[config.mk]
export PLATFORM = sky130hd
export DESIGN_NAME = uart_tx_controller_flat
export DESIGN_NICKNAME = d
export VERILOG_FILES = /design/src/rtl/uart_tx_controller_if.sv /design/src/rtl/uart_tx_controller.sv /design/src/flat_wrapper.sv
export SDC_FILE = /design/constraint.sdc
export NUM_CORES = 1
export LEC_CHECK = 0
export CAP_MARGIN = 25
export CORE_MARGIN = 3
export CORE_UTILIZATION = 35
export DETAILED_ROUTE_END_ITERATION = 12
export GPL_ROUTABILITY_DRIVEN = 1
export PLACE_DENSITY_LB_ADDON = 0.15
export RECOVER_POWER = 50
export SLEW_MARGIN = 15
export SYNTH_ARGS = -nofsm -noshare
export SYNTH_HDL_FRONTEND = slang
export SYNTH_SLANG_ARGS = --single-unit
export TNS_END_PERCENT = 10
[constraint.sdc]
create_clock -name clock_in -period 1.8 [get_ports clock_in]
set_clock_uncertainty 0.1 [all_clocks]
set_input_delay 0.36 -clock clock_in [delete_from_list [all_inputs] [get_ports clock_in]]
set_output_delay 0.36 -clock clock_in [all_outputs]
set_load 0.005 [all_outputs]
[src/rtl/uart_tx_controller_if.sv]
// UART slave register bus: control/data register select with active-low strobes.
// The controller drives the strobes and write data; the UART returns read data and a stall.
interface uart_tx_controller_if;
  logic [31:0] readdata_in;
  logic        waitrequest_in;
  logic        chipselect_out;
  logic        address_out;
  logic        read_n_out;
  logic        write_n_out;
  logic [31:0] writedata_out;

  modport master (
    input  readdata_in, waitrequest_in,
    output chipselect_out, address_out, read_n_out, write_n_out, writedata_out
  );

  modport slave (
    output readdata_in, waitrequest_in,
    input  chipselect_out, address_out, read_n_out, write_n_out, writedata_out
  );
endinterface

[src/rtl/uart_tx_controller.sv]
// Streams 16-bit memory words to a UART as bytes (low byte first), polling WSPACE before each byte.
// Latency: 6 cycles per word minimum (FETCH, LATCH, 2x POLL+SEND); done pulses one cycle after the last byte.
// Backpressure: bus strobes/data are held while waitrequest is high; WSPACE=0 retries the poll after a 1-cycle gap.
module uart_tx_controller #(
  parameter int ADDRESS_WIDTH = 11
) (
  input  logic                     clock_in,
  input  logic                     reset_in,
  input  logic                     start_in,
  input  logic [ADDRESS_WIDTH-1:0] start_address_in,
  input  logic [ADDRESS_WIDTH:0]   word_count_in,
  input  logic [15:0]              memory_data_in,
  output logic [ADDRESS_WIDTH-1:0] memory_address_out,
  uart_tx_controller_if.master     uart,
  output logic                     busy_out,
  output logic                     done_out
);

  typedef enum logic [2:0] {
    IDLE  = 3'd0,
    FETCH = 3'd1,
    LATCH = 3'd2,
    POLL  = 3'd3,
    SEND  = 3'd4,
    DONE  = 3'd5
  } state_t;

  localparam logic [ADDRESS_WIDTH:0] COUNT_ONE = (ADDRESS_WIDTH + 1)'(1);

  state_t                   state;
  logic [ADDRESS_WIDTH-1:0] addr_q;
  logic [ADDRESS_WIDTH:0]   count_q;
  logic [15:0]              word_q;
  logic                     byte_idx;
  logic                     poll_gap;
  logic                     cs_q;
  logic                     reg_sel_q;
  logic                     read_n_q;
  logic                     write_n_q;
  logic [31:0]              wdata_q;
  logic                     busy_q;
  logic                     done_q;
  logic                     wspace_ok;
  logic                     unused_rd;

  assign wspace_ok = |uart.readdata_in[31:16];
  assign unused_rd = ^uart.readdata_in[15:0];

  always_ff @(posedge clock_in) begin
    if (reset_in) begin
      state     <= IDLE;
      addr_q    <= '0;
      count_q   <= '0;
      word_q    <= '0;
      byte_idx  <= 1'b0;
      poll_gap  <= 1'b0;
      cs_q      <= 1'b0;
      reg_sel_q <= 1'b0;
      read_n_q  <= 1'b1;
      write_n_q <= 1'b1;
      wdata_q   <= '0;
      busy_q    <= 1'b0;
      done_q    <= 1'b0;
    end else begin
      done_q <= 1'b0;
      case (state)
        IDLE: begin
          if (start_in) begin
            addr_q  <= start_address_in;
            count_q <= word_count_in;
            if (word_count_in == '0) begin
              state  <= DONE;
              done_q <= 1'b1;
            end else begin
              state  <= FETCH;
              busy_q <= 1'b1;
            end
          end
        end
        FETCH: state <= LATCH;
        LATCH: begin
          word_q    <= memory_data_in;
          byte_idx  <= 1'b0;
          poll_gap  <= 1'b0;
          state     <= POLL;
          cs_q      <= 1'b1;
          reg_sel_q <= 1'b1;
          read_n_q  <= 1'b0;
        end
        POLL: begin
          // A zero WSPACE drops the strobes for one cycle before re-reading control.
          if (poll_gap) begin
            poll_gap <= 1'b0;
            cs_q     <= 1'b1;
            read_n_q <= 1'b0;
          end else if (!uart.waitrequest_in) begin
            read_n_q <= 1'b1;
            if (wspace_ok) begin
              state     <= SEND;
              reg_sel_q <= 1'b0;
              write_n_q <= 1'b0;
              wdata_q   <= {24'h0, byte_idx ? word_q[15:8] : word_q[7:0]};
            end else begin
              cs_q     <= 1'b0;
              poll_gap <= 1'b1;
            end
          end
        end
        SEND: begin
          if (!uart.waitrequest_in) begin
            write_n_q <= 1'b1;
            wdata_q   <= '0;
            if (!byte_idx) begin
              byte_idx  <= 1'b1;
              state     <= POLL;
              reg_sel_q <= 1'b1;
              read_n_q  <= 1'b0;
            end else begin
              cs_q      <= 1'b0;
              reg_sel_q <= 1'b0;
              byte_idx  <= 1'b0;
              addr_q    <= addr_q + 1'b1;
              count_q   <= count_q - 1'b1;
              if (count_q == COUNT_ONE) begin
                state  <= DONE;
                done_q <= 1'b1;
                busy_q <= 1'b0;
              end else begin
                state <= FETCH;
              end
            end
          end
        end
        DONE:    state <= IDLE;
        default: state <= IDLE;
      endcase
    end
  end

  assign memory_address_out  = addr_q;
  assign uart.chipselect_out = cs_q;
  assign uart.address_out    = reg_sel_q;
  assign uart.read_n_out     = read_n_q;
  assign uart.write_n_out    = write_n_q;
  assign uart.writedata_out  = wdata_q;
  assign busy_out            = busy_q;
  assign done_out            = done_q;

endmodule

[src/flat_wrapper.sv]
// flat-port wrapper written by rule: the top's interface ports become plain ports
module uart_tx_controller_flat 
#(
  parameter int ADDRESS_WIDTH = 11
)
  (clock_in, reset_in, start_in, start_address_in, word_count_in, memory_data_in, memory_address_out, busy_out, done_out, uart_readdata_in, uart_waitrequest_in, uart_chipselect_out, uart_address_out, uart_read_n_out, uart_write_n_out, uart_writedata_out);
  uart_tx_controller_if uart_i ();
  input  logic clock_in;
  input  logic reset_in;
  input  logic start_in;
  input  logic [ADDRESS_WIDTH-1:0] start_address_in;
  input  logic [ADDRESS_WIDTH:0] word_count_in;
  input  logic [15:0] memory_data_in;
  output logic [ADDRESS_WIDTH-1:0] memory_address_out;
  output logic busy_out;
  output logic done_out;
  input wire logic [$bits(uart_i.readdata_in)-1:0] uart_readdata_in;
  input wire logic [$bits(uart_i.waitrequest_in)-1:0] uart_waitrequest_in;
  output wire logic [$bits(uart_i.chipselect_out)-1:0] uart_chipselect_out;
  output wire logic [$bits(uart_i.address_out)-1:0] uart_address_out;
  output wire logic [$bits(uart_i.read_n_out)-1:0] uart_read_n_out;
  output wire logic [$bits(uart_i.write_n_out)-1:0] uart_write_n_out;
  output wire logic [$bits(uart_i.writedata_out)-1:0] uart_writedata_out;
  assign uart_i.readdata_in = uart_readdata_in;
  assign uart_i.waitrequest_in = uart_waitrequest_in;
  assign uart_chipselect_out = uart_i.chipselect_out;
  assign uart_address_out = uart_i.address_out;
  assign uart_read_n_out = uart_i.read_n_out;
  assign uart_write_n_out = uart_i.write_n_out;
  assign uart_writedata_out = uart_i.writedata_out;
  uart_tx_controller #(.ADDRESS_WIDTH(ADDRESS_WIDTH)) u_core (.clock_in(clock_in), .reset_in(reset_in), .start_in(start_in), .start_address_in(start_address_in), .word_count_in(word_count_in), .memory_data_in(memory_data_in), .memory_address_out(memory_address_out), .uart(uart_i), .busy_out(busy_out), .done_out(done_out));
endmodule
==> results.ini <==
[power_and_ir_drop]
seq_power_share=0.346
comb_power_share=0.335
switching_share=0.323
p_switching_mw=1.53
power_density_mw_per_mm2=982
internal_power_mw=3.19
p_leak_nw=1.78
vdd_drop_max_mv=0.599
p_clk_frac=0.319

[job]
drv_cap=0

[worst_setup_path]
critPathArrivalTime_ns=1.29
slowest_stage=clkdlybuf4s50_1
cp.depth=1
worst_setup_path_start_kind=flip-flop
cp_cell_sequence=clkdlybuf4s50_1
worstSetupEndpointType=primary output
worstPathRequired_ns=1.34
crit_path_max_incr_delay_ns=0.54
critical_path_class=flip-flop to primary output
timing.critical_path.buf_inv=1
reg2reg_depth=6
crit_fanout=6
crit_family=buffers and inverters

[clocking]
numCtsBuffers=9
cts_tree=built
clk_pin_slew_worst_paths_ns=0.07
postCtsSetupBuffers=0
htree_num_levels=3
clk_latency_ns=0.34
cts.sinks=58
clockRootBuffer=clkbuf_8
clockBufferDepth=2

[yosys]
synth_area_mm2=0.00335
synth_edf_count=0
ys_types=57
avgSynthCellArea_um2=7.75
synthTopCellsByArea=dfxtp_1, a21oi_1, buf_4
ys_ff_latch=58
ys_seq_area_frac=0.347
async_flop_share=0
synth_top_area_share=0.347
synth.largest_area_cell=dfxtp_1
yosys_warnings=0
synth_flop_cell=dfxtp_1
syn_inst=432

[hold_path]
hold_class=input pin to flip-flop
min_path_cells=2

[final_layout]
multiInputGateArea_mm2=0.00195
drive_above_1_share=0.160
post-route-util=0.517
fillers=930
stdcell_area_mm2=0.00480
area_delta_synth_final_pct=43.4
layout_common_cells=clkdlybuf4s50_1, a21oi_1, dfxtp_1, nand2_1, buf_4
diodes=0
fin_nets=616
layout_commonest_cell=clkdlybuf4s50_1
regArea_mm2=0.00117

[place]
gp_congestion=0.879
portBuffers=83
dpl.hpwl_um=7080
place_area_mm2=0.00452

[sta]
slew_viol_final=0
period_needed_ns=1.75
period_share=0.971
rsz0062_at_grt=true
relSlewSlack=0.657
tns_ns=0
hold_slack_ns=0.327
max_freq_ghz=0.572
setup_viol=0
hold_violations=0
tightest_slew_ns=0.513

[die]
ios=124
die_y_um=104
core_area_mm2=0.00928
start_util=0.361
die_w_um=104
num_rows=35
die_area_mm2=0.0108

[grt]
grt_overflow=0
grt_use_total=0.177
grt_pass1_wl_um=16100
grt_pass1_vias=3385
grt_max_degree=21
antenna_found_initial=0

[route]
post_drt_wl_per_cell_um=14.4
postRouteAntennaNets=0
num_vias=3447
firstDrtPassIters=5
drc=0
drt-total-wl_um=9660
first_iter_violations=90
via_per_inst=5.13

[status]
status=completed

## final timing paths
| kind | start | end | slack [ns] |
|---|---|---|---|
| max reg2reg | u_core.state[2] | u_core.count_q[8] | 0.06 |
| max | u_core.memory_address_out[0] | memory_address_out[0] | 0.05 |
| min reg2reg | u_core.word_q[13] | u_core.word_q[13] | 0.35 |
| min | reset_in | u_core.count_q[4] | 0.33 |
## Yosys cell counts (all sizes together), types with 5 or more instances
cell / instances
nor3b: 5
a21oi: 55
nand3: 9
and2: 12
dfxtp: 58
nor2b: 14
clkbuf: 22
a211oi: 5
mux2: 9
nand2: 49
nor4: 15
nor3: 11
o21ai: 35
buf: 35
nand4: 13
nand2b: 5
inv: 6
nor2: 17
## power groups by stage
| stage | Combinational, mW | Clock [mW] | Sequential (mW) |
|---|---|---|---|
| 2_1_floorplan | 0.908 | 0 | 1.61 |
| 3_3_place_gp | 1.54 | 0 | 1.64 |
| 3_5_place_dp | 1.56 | 0 | 1.65 |
| 4_1_cts | 1.57 | 1.54 | 1.63 |
| 5_1_grt | 1.75 | 1.60 | 1.65 |
| 6_report | 1.58 | 1.51 | 1.63 |
## registers in the layout, indices dropped and copies added, names as in the netlist
name,flops
u_core.state,3
u_core.busy_out,1
u_core.uart.write_n_out,1
u_core.poll_gap,1
u_core.byte_idx,1
u_core.memory_address_out,11
u_core.word_q,16
u_core.uart.writedata_out,8
u_core.done_out,1
u_core.uart.read_n_out,1
u_core.uart.address_out,1
u_core.uart.chipselect_out,1
u_core.count_q,12
## what timing repair did
item / in CTS / in global routing
pin swaps: 0 / 1
hold buffers: 0 / 0
endpoints found under the setup margin: 3 / 27
gates resized for setup: 3 / 19
## metal layers
| layer | track usage | up-vias | part of all wire |
|---|---|---|---|
| met5 | 0 | - | 0 |
| met4 | 0.0313 | 0 | 0.0079 |
| li1 | - | 1735 | - |
| met1 | 0.213 | 1613 | 0.43 |
| met2 | 0.318 | 90 | 0.51 |
| met3 | 0.0467 | 9 | 0.046 |
## per-stage QoR
step	std cells	total power [mW]	setup WS, ns
floorplan	455	2.52	0.114
global placement	656	3.19	-0.297
detailed placement	656	3.21	-0.341
CTS	672	4.74	0.0172
global route	672	5.00	-0.00978
finish	672	4.72	0.0529
## final cells by class
| class | instances | area share |
|---|---|---|
| timing repair buffer | 129 | 0.261 |
| tap | 129 | 0.0336 |
| inverter | 6 | 0.00469 |
| clock inverter | 7 | 0.0261 |
| sequential | 58 | 0.244 |
| clock buffer | 9 | 0.0258 |
| multi-input combinational | 334 | 0.405 |
## cell families after synthesis
kind of cell,count (synthesis),synth area share
buffers and inverters,63,0.106
flip-flops,58,0.347
multiplexers,10,0.0332
AO/OA/AOI/OAI,133,0.238
other,1,0.00112
AND/OR/NAND/NOR,164,0.264
adder cells (fa/ha/maj),3,0.0112
(Power assumes the default switching activity.)
